`src/rtl/servo_pwm_multi.sv`:
```
// Multi-channel servo PWM: one shared period counter, per-channel MIN/MAX/WIDTH
// registers, fixed or sweep mode with endpoint flags, Avalon-MM register slave.
module servo_pwm_multi #(
  parameter int NUM_CH     = 4,
  parameter int PERIOD_CYC = 1000000,
  parameter int MIN_DEF    = 50000,
  parameter int MAX_DEF    = 100000,
  parameter int STEP       = 500,
  localparam int CNT_W     = $clog2(PERIOD_CYC),
  localparam int AW        = $clog2(NUM_CH) + 2
) (
  input  logic              clk,
  input  logic              reset,
  input  logic [AW-1:0]     avs_address,
  input  logic              avs_write,
  input  logic [31:0]       avs_writedata,
  input  logic              avs_read,
  output logic [31:0]       avs_readdata,
  output logic [NUM_CH-1:0] pwm_out,
  output logic              irq
);
  localparam int EW = CNT_W + 1;

  logic [CNT_W-1:0]  cnt_r, cnt_s;
  logic              boundary_s;
  logic [CNT_W-1:0]  min_r [NUM_CH];
  logic [CNT_W-1:0]  min_s [NUM_CH];
  logic [CNT_W-1:0]  max_r [NUM_CH];
  logic [CNT_W-1:0]  max_s [NUM_CH];
  logic [CNT_W-1:0]  width_r [NUM_CH];
  logic [CNT_W-1:0]  width_s [NUM_CH];
  logic [CNT_W-1:0]  active_r [NUM_CH];
  logic [CNT_W-1:0]  active_s [NUM_CH];
  logic [EW-1:0]     up_s [NUM_CH];
  logic [EW-1:0]     lo_s [NUM_CH];
  logic [NUM_CH-1:0] en_r, en_s, sweep_r, sweep_s, dir_r, dir_s;
  logic [NUM_CH-1:0] flag_r, flag_s, hw_flag_s, wr_hit_s, pwm_r, pwm_s;
  logic              irq_r, irq_s;
  logic [31:0]       rdata_r, rdata_s;
  logic [1:0]        reg_sel_s;
  logic [31:0]       ch_sel_s;
  logic              ch_valid_s;
  logic              unused_wdata_s;

  assign reg_sel_s      = avs_address[1:0];
  assign ch_sel_s       = 32'(avs_address >> 2'd2);
  assign ch_valid_s     = (ch_sel_s < 32'(NUM_CH));
  assign unused_wdata_s = ^avs_writedata[31:CNT_W];

  assign pwm_out      = pwm_r;
  assign irq          = irq_r;
  assign avs_readdata = rdata_r;

  // Next-state logic: period counter, boundary update, bus writes, read mux.
  always_comb begin
    boundary_s = (cnt_r == CNT_W'(PERIOD_CYC - 1));
    if (boundary_s) begin
      cnt_s = {CNT_W{1'b0}};
    end else begin
      cnt_s = cnt_r + CNT_W'(1);
    end
    irq_s = |flag_r;

    for (int i = 0; i < NUM_CH; i++) begin
      wr_hit_s[i]  = avs_write && ch_valid_s && (ch_sel_s == 32'(i));
      min_s[i]     = min_r[i];
      max_s[i]     = max_r[i];
      width_s[i]   = width_r[i];
      active_s[i]  = active_r[i];
      en_s[i]      = en_r[i];
      sweep_s[i]   = sweep_r[i];
      dir_s[i]     = dir_r[i];
      flag_s[i]    = flag_r[i];
      hw_flag_s[i] = 1'b0;
      up_s[i]      = {1'b0, width_r[i]} + EW'(STEP);
      lo_s[i]      = {1'b0, min_r[i]} + EW'(STEP);

      if (en_r[i] && boundary_s) begin
        if (min_r[i] > max_r[i]) begin
          width_s[i] = min_r[i];
        end else if (!sweep_r[i]) begin
          if (width_r[i] < min_r[i]) begin
            width_s[i] = min_r[i];
          end else if (width_r[i] > max_r[i]) begin
            width_s[i] = max_r[i];
          end else begin
            width_s[i] = width_r[i];
          end
        end else if (!dir_r[i]) begin
          if (up_s[i] >= {1'b0, max_r[i]}) begin
            width_s[i]   = max_r[i];
            dir_s[i]     = 1'b1;
            hw_flag_s[i] = 1'b1;
          end else begin
            width_s[i] = up_s[i][CNT_W-1:0];
          end
        end else begin
          if ({1'b0, width_r[i]} <= lo_s[i]) begin
            width_s[i]   = min_r[i];
            dir_s[i]     = 1'b0;
            hw_flag_s[i] = 1'b1;
          end else begin
            width_s[i] = width_r[i] - CNT_W'(STEP);
          end
        end
      end else begin
        width_s[i] = width_r[i];
      end

      if (hw_flag_s[i]) begin
        flag_s[i] = 1'b1;
      end else begin
        flag_s[i] = flag_r[i];
      end

      // Bus writes override the boundary update; a hardware flag set beats a clear.
      if (wr_hit_s[i]) begin
        case (reg_sel_s)
          2'd0: min_s[i] = avs_writedata[CNT_W-1:0];
          2'd1: max_s[i] = avs_writedata[CNT_W-1:0];
          2'd2: begin
            en_s[i]    = avs_writedata[0];
            sweep_s[i] = avs_writedata[1];
            if (avs_writedata[3] && !hw_flag_s[i]) begin
              flag_s[i] = 1'b0;
            end else begin
              flag_s[i] = flag_s[i];
            end
          end
          2'd3: width_s[i] = avs_writedata[CNT_W-1:0];
          default: width_s[i] = width_s[i];
        endcase
      end else begin
        en_s[i] = en_r[i];
      end

      if (boundary_s) begin
        active_s[i] = width_s[i];
      end else begin
        active_s[i] = active_r[i];
      end
      pwm_s[i] = en_s[i] && (cnt_s < active_s[i]);
    end

    if (avs_read) begin
      rdata_s = 32'd0;
      for (int i = 0; i < NUM_CH; i++) begin
        if (ch_valid_s && (ch_sel_s == 32'(i))) begin
          case (reg_sel_s)
            2'd0:    rdata_s = 32'(min_r[i]);
            2'd1:    rdata_s = 32'(max_r[i]);
            2'd2:    rdata_s = {28'd0, flag_r[i], dir_r[i], sweep_r[i], en_r[i]};
            2'd3:    rdata_s = 32'(width_r[i]);
            default: rdata_s = 32'd0;
          endcase
        end else begin
          rdata_s = rdata_s;
        end
      end
    end else begin
      rdata_s = rdata_r;
    end
  end

  // State and output registers with synchronous reset.
  always_ff @(posedge clk) begin
    if (reset) begin
      cnt_r   <= {CNT_W{1'b0}};
      en_r    <= {NUM_CH{1'b0}};
      sweep_r <= {NUM_CH{1'b0}};
      dir_r   <= {NUM_CH{1'b0}};
      flag_r  <= {NUM_CH{1'b0}};
      pwm_r   <= {NUM_CH{1'b0}};
      irq_r   <= 1'b0;
      rdata_r <= 32'd0;
      for (int i = 0; i < NUM_CH; i++) begin
        min_r[i]    <= CNT_W'(MIN_DEF);
        max_r[i]    <= CNT_W'(MAX_DEF);
        width_r[i]  <= CNT_W'(MIN_DEF);
        active_r[i] <= CNT_W'(MIN_DEF);
      end
    end else begin
      cnt_r    <= cnt_s;
      en_r     <= en_s;
      sweep_r  <= sweep_s;
      dir_r    <= dir_s;
      flag_r   <= flag_s;
      pwm_r    <= pwm_s;
      irq_r    <= irq_s;
      rdata_r  <= rdata_s;
      min_r    <= min_s;
      max_r    <= max_s;
      width_r  <= width_s;
      active_r <= active_s;
    end
  end
endmodule

```
`config.mk`:
```
export PLATFORM = sky130hd
export DESIGN_NAME = servo_pwm_multi
export DESIGN_NICKNAME = d
export VERILOG_FILES = /design/src/rtl/servo_pwm_multi.sv
export SDC_FILE = /design/constraint.sdc
export NUM_CORES = 2
export LEC_CHECK = 0
export CAP_MARGIN = 10
export CORE_ASPECT_RATIO = 1.75
export CORE_MARGIN = 2
export CORE_UTILIZATION = 30
export CTS_CLUSTER_SIZE = 24
export DETAILED_ROUTE_END_ITERATION = 16
export PLACE_DENSITY = 0.47
export SYNTH_ARGS = -nofsm -noshare
export SYNTH_HDL_FRONTEND = slang
export SYNTH_SLANG_ARGS = --single-unit
```
`constraint.sdc`:
```
create_clock -name clk -period 6.38 [get_ports clk]
set_input_delay 1.595 -clock clk [delete_from_list [all_inputs] [get_ports clk]]
set_output_delay 1.595 -clock clk [all_outputs]
set_load 0.01 [all_outputs]
```
==> metrics.md <==
| Metric | Value |
|---|---|
| Outcome | `complete, no violations` |
| DP Wirelength | `157600 µm` |
| Post-place setup slack | `-0.07329 ns` |
| Post-synth top cells | `577 x nand2_1, 521 x a21oi_1, 473 x ha_1, 399 x nor2_1, 381 x dfxtp_1` |
| Largest net degree at the start of global routing | `139` |
| First drt pass iteration count | `6` |
| Critical path endpoint category | `register` |
| Global-route wire length before repair | `287400 µm` |
| Worst ir drop on vdd | `0.1680 mV` |
| Min-Delay Path Class | `reg2reg` |
| Leakage power | `17.22 nW` |
| GP Congestion | `1.034` |
| Final Skew | `0.02511 ns` |
| Pwr/cell area | `161.5 nW/µm²` |
| Global routing's busiest layer | `met2` |
| TritonCTS Sinks | `381` |
| Die Ht | `462.6 µm` |
| Initial antenna violation count | `20` |
| Clock root buffer | `clkbuf_16` |
| Mapped cell area | `36050 µm²` |
| Port-buffer cells | `52` |
| Crit path kind | `reg2reg` |
| # setup viols final | `0` |
| Count leader, synth | `nand2_1` |
| Flop pwr share | `0.360` |
| Crit-path max FO | `7` |
| DIE AREA | `123100 µm²` |
| Fin util | `0.3542` |
| Synth top area share | `0.2116` |
| Remaining Overflow, GRT | `0` |
| Sw Ratio | `0.3467` |
| Synthesis-stage register bit count | `381` |
| Final WS setup | `0.1469 ns` |
| Minimum clock period | `6.233 ns` |
| # DRC | `0` |
| Io pins | `77` |
| Number of max-cap violations | `0` |
| Top post-synthesis cells by area | `dfxtp_1 21%, ha_1 16%, a21oi_1 7.2%` |
| Pins Over Slew Limit | `0` |
| R2R depth | `26` |
| Max-slew headroom at the worst pin | `0.1714` |
| Final net count | `5516` |
| CTS Buf Count | `42` |
| Sw Pwr | `2.368 mW` |
| Worst-margin pin slew | `1.243 ns` |
| Netlist cell types | `91` |
| Number of synthesized flops with an enable pin | `0` |
| CTS tree | `done` |
| Hold Path Depth | `2` |
| Combinational Power Share | `0.236` |
| Via count | `39.40k` |
| Worst Hold End | `active_r[20]$_SDFF_PP0_` |
| H-tree depth | `2` |
| Vias in the first global route | `38.90k` |
| Dominant synthesized flop cell | `dfxtp_1` |
| Power share of the clock group | `0.404` |
| Synth Instances | `4806` |
| Ys Warns | `0` |
| Tot GR Track Use | `0.3243` |
| ANT nets after route | `0` |
| Hold Fails Final Rpt | `0` |
| Sequential-to-total area share from yosys stat | `0.2116` |
| Share of layout cells above drive strength 1 | `0.1258` |
| Max clock buf depth | `3` |
| DRT iter0 DRCs | `3330` |
| P_int | `4.463 mW` |
| Final cell count without fillers | `6570` |
| M1 GR Usage | `0.3293` |
| Hold path start | `active_r[20]$_SDFF_PP0_` |
| Inst Count DP | `6482` |
| WP data arrival | `6.80 ns` |
| DR vias/cell | `5.996` |
| DR WL/cell | `30.98 µm` |
| Clock latency on the worst-skew pair | `0.66 ns` |
| FP Rows | `168` |
| Post-Syn Area per Cell | `7.500 µm²` |
| Synth async-reset ratio | `0` |
| R2r startpoint | `min_r[43]$_SDFFE_PP0P_` |
| Hold_ws | `0.4568 ns` |
| Startpoint types | `register` |
| GRT met2 Usage | `0.5559` |
| CP Data Required Time | `6.94 ns` |
| Initial cell density of the core | `0.3019` |
| Setup_tns | `0 ns` |
| Internal reg-to-reg setup slack | `0.15 ns` |
| Grt met3 use | `0.05089` |
| Syn-to-layout area delta | `17.33%` |
| Die width | `266.0 µm` |
| Final WL | `203500 µm` |
| Clock Pin Slew Worst Setup and Hold Paths | `0.06 ns` |
| Final period util | `0.9770` |
| Area leader, netlist | `dfxtp_1` |
| CTS hold repair buffers | `0` |
| R2R Path End | `pwm_out[1]$_SDFF_PP0_` |
| Fmax achieved | `160.4 MHz` |
| CORE AREA | `119400 µm²` |
| # fillers | `12.64k` |
## placed cells by master, fill, tap and decap left out, drive strengths merged, types with 118 or more instances in the layout
master,netlist,final
nor3,123,123
xnor2,130,130
inv,219,221
nand3,157,157
nor2,399,399
buf,38,434
o21ai,186,186
mux2i,118,118
dfxtp,381,381
ha,473,473
nand2,577,577
a21oi,521,521
## sequential cells by signal (all words and copies together) (netlist names)
signal and flops:
active_r 80, max_r 80, min_r 80, width_r 80
avs_readdata 20, cnt_r 20, dir_r 4, en_r 4
flag_r 4, pwm_out 4, sweep_r 4, irq 1
## metal layers
metal  vias up  wire length, µm  share of wire
met1     18970            70590           0.35
met5         -               59        0.00029
met2      1669            97330           0.48
met4        10            24860           0.12
met3       800            10700          0.053
li1      17950                -              -
## per-stage QoR
stage / area [µm²] / total power, mW
2_1_floorplan: 36090 / 3.315
3_3_place_gp: 40570 / 4.051
3_5_place_dp: 40570 / 4.054
4_1_cts: 42010 / 6.795
5_1_grt: 42280 / 7.013
6_report: 42290 / 6.831
## cells by family after synthesis
| logic type | count (synthesis) | share of synthesized area |
|---|---|---|
| compound gates | 1367 | 0.2447 |
| xor+xnor | 193 | 0.04689 |
| fa+ha+maj | 473 | 0.1642 |
| buf+inv | 559 | 0.06022 |
| flops | 381 | 0.2116 |
| mux | 155 | 0.05432 |
| other cells | 1 | 0.0001040 |
| simple gates | 1677 | 0.2180 |
## worst max-delay path by stage
stage | startpoint | end | slack (ns) | depth (start not counted)
6_report | min_r[43]$_SDFFE_PP0P_ | pwm_out[1]$_SDFF_PP0_ | 0.15 | 26
4_1_cts | min_r[43]$_SDFFE_PP0P_ | pwm_out[1]$_SDFF_PP0_ | 0.003 | 24
3_3_place_gp | min_r[22]$_SDFFE_PP0P_ | pwm_out[2]$_SDFF_PP0_ | -0.06 | 30
5_1_grt | min_r[22]$_SDFFE_PP0P_ | pwm_out[2]$_SDFF_PP0_ | -0.02 | 31
2_1_floorplan | min_r[22]$_SDFFE_PP0P_ | pwm_out[2]$_SDFF_PP0_ | 0.88 | 29
3_5_place_dp | min_r[22]$_SDFFE_PP0P_ | pwm_out[2]$_SDFF_PP0_ | -0.07 | 30
## area by class of cell
cell class                 count  area, µm²  share of cell area
clock buffer                  57       1229             0.02905
timing repair buffer         481       3901             0.09224
tap                         1530       1914             0.04526
sequential                   381       7627              0.1803
multi-input combinational   3877      26570              0.6283
inverter                     220      828.3             0.01958
antenna                        8      20.02           0.0004733
clock inverter                16      202.7            0.004792
## critical path, cell delays in order (launching register included)
cell	delay, ns
dfxtp_1	0.41
ha_1	0.26
nor3_1	0.28
nand2_1	0.25
and2_1	0.27
nand2_1	0.10
xnor2_1	0.06
ha_1	0.31
nand4_1	0.18
nor4_1	0.30
buf_4	0.18
o31a_1	0.22
o21ai_0	0.15
a311o_2	0.53
buf_4	0.19
a21oi_1	0.18
a21oi_2	0.11
a21oi_1	0.39
ha_1	0.32
and4_1	0.22
nand2_1	0.09
nor4_2	0.05
and2_1	0.17
a211oi_1	0.27
o21ai_0	0.17
a41oi_2	0.26
buf_4	0.22
## what timing repair did
| item | in CTS | in global routing |
|---|---|---|
| gates cloned | 0 | 0 |
| pin swaps | 1 | 20 |
| setup buffers | 0 | 6 |
| setup endpoints to repair | 1 | 4 |
| gates resized for setup | 3 | 48 |
## power groups by stage
stage | Sequential, mW | Combinational (mW) | Clock (mW)
2_1_floorplan | 2.50 | 0.815 | 0
3_3_place_gp | 2.51 | 1.54 | 0
3_5_place_dp | 2.51 | 1.54 | 0
5_1_grt | 2.46 | 1.69 | 2.86
6_report | 2.46 | 1.61 | 2.76
4_1_cts | 2.46 | 1.55 | 2.79
Power figures use the tool's default switching activity.
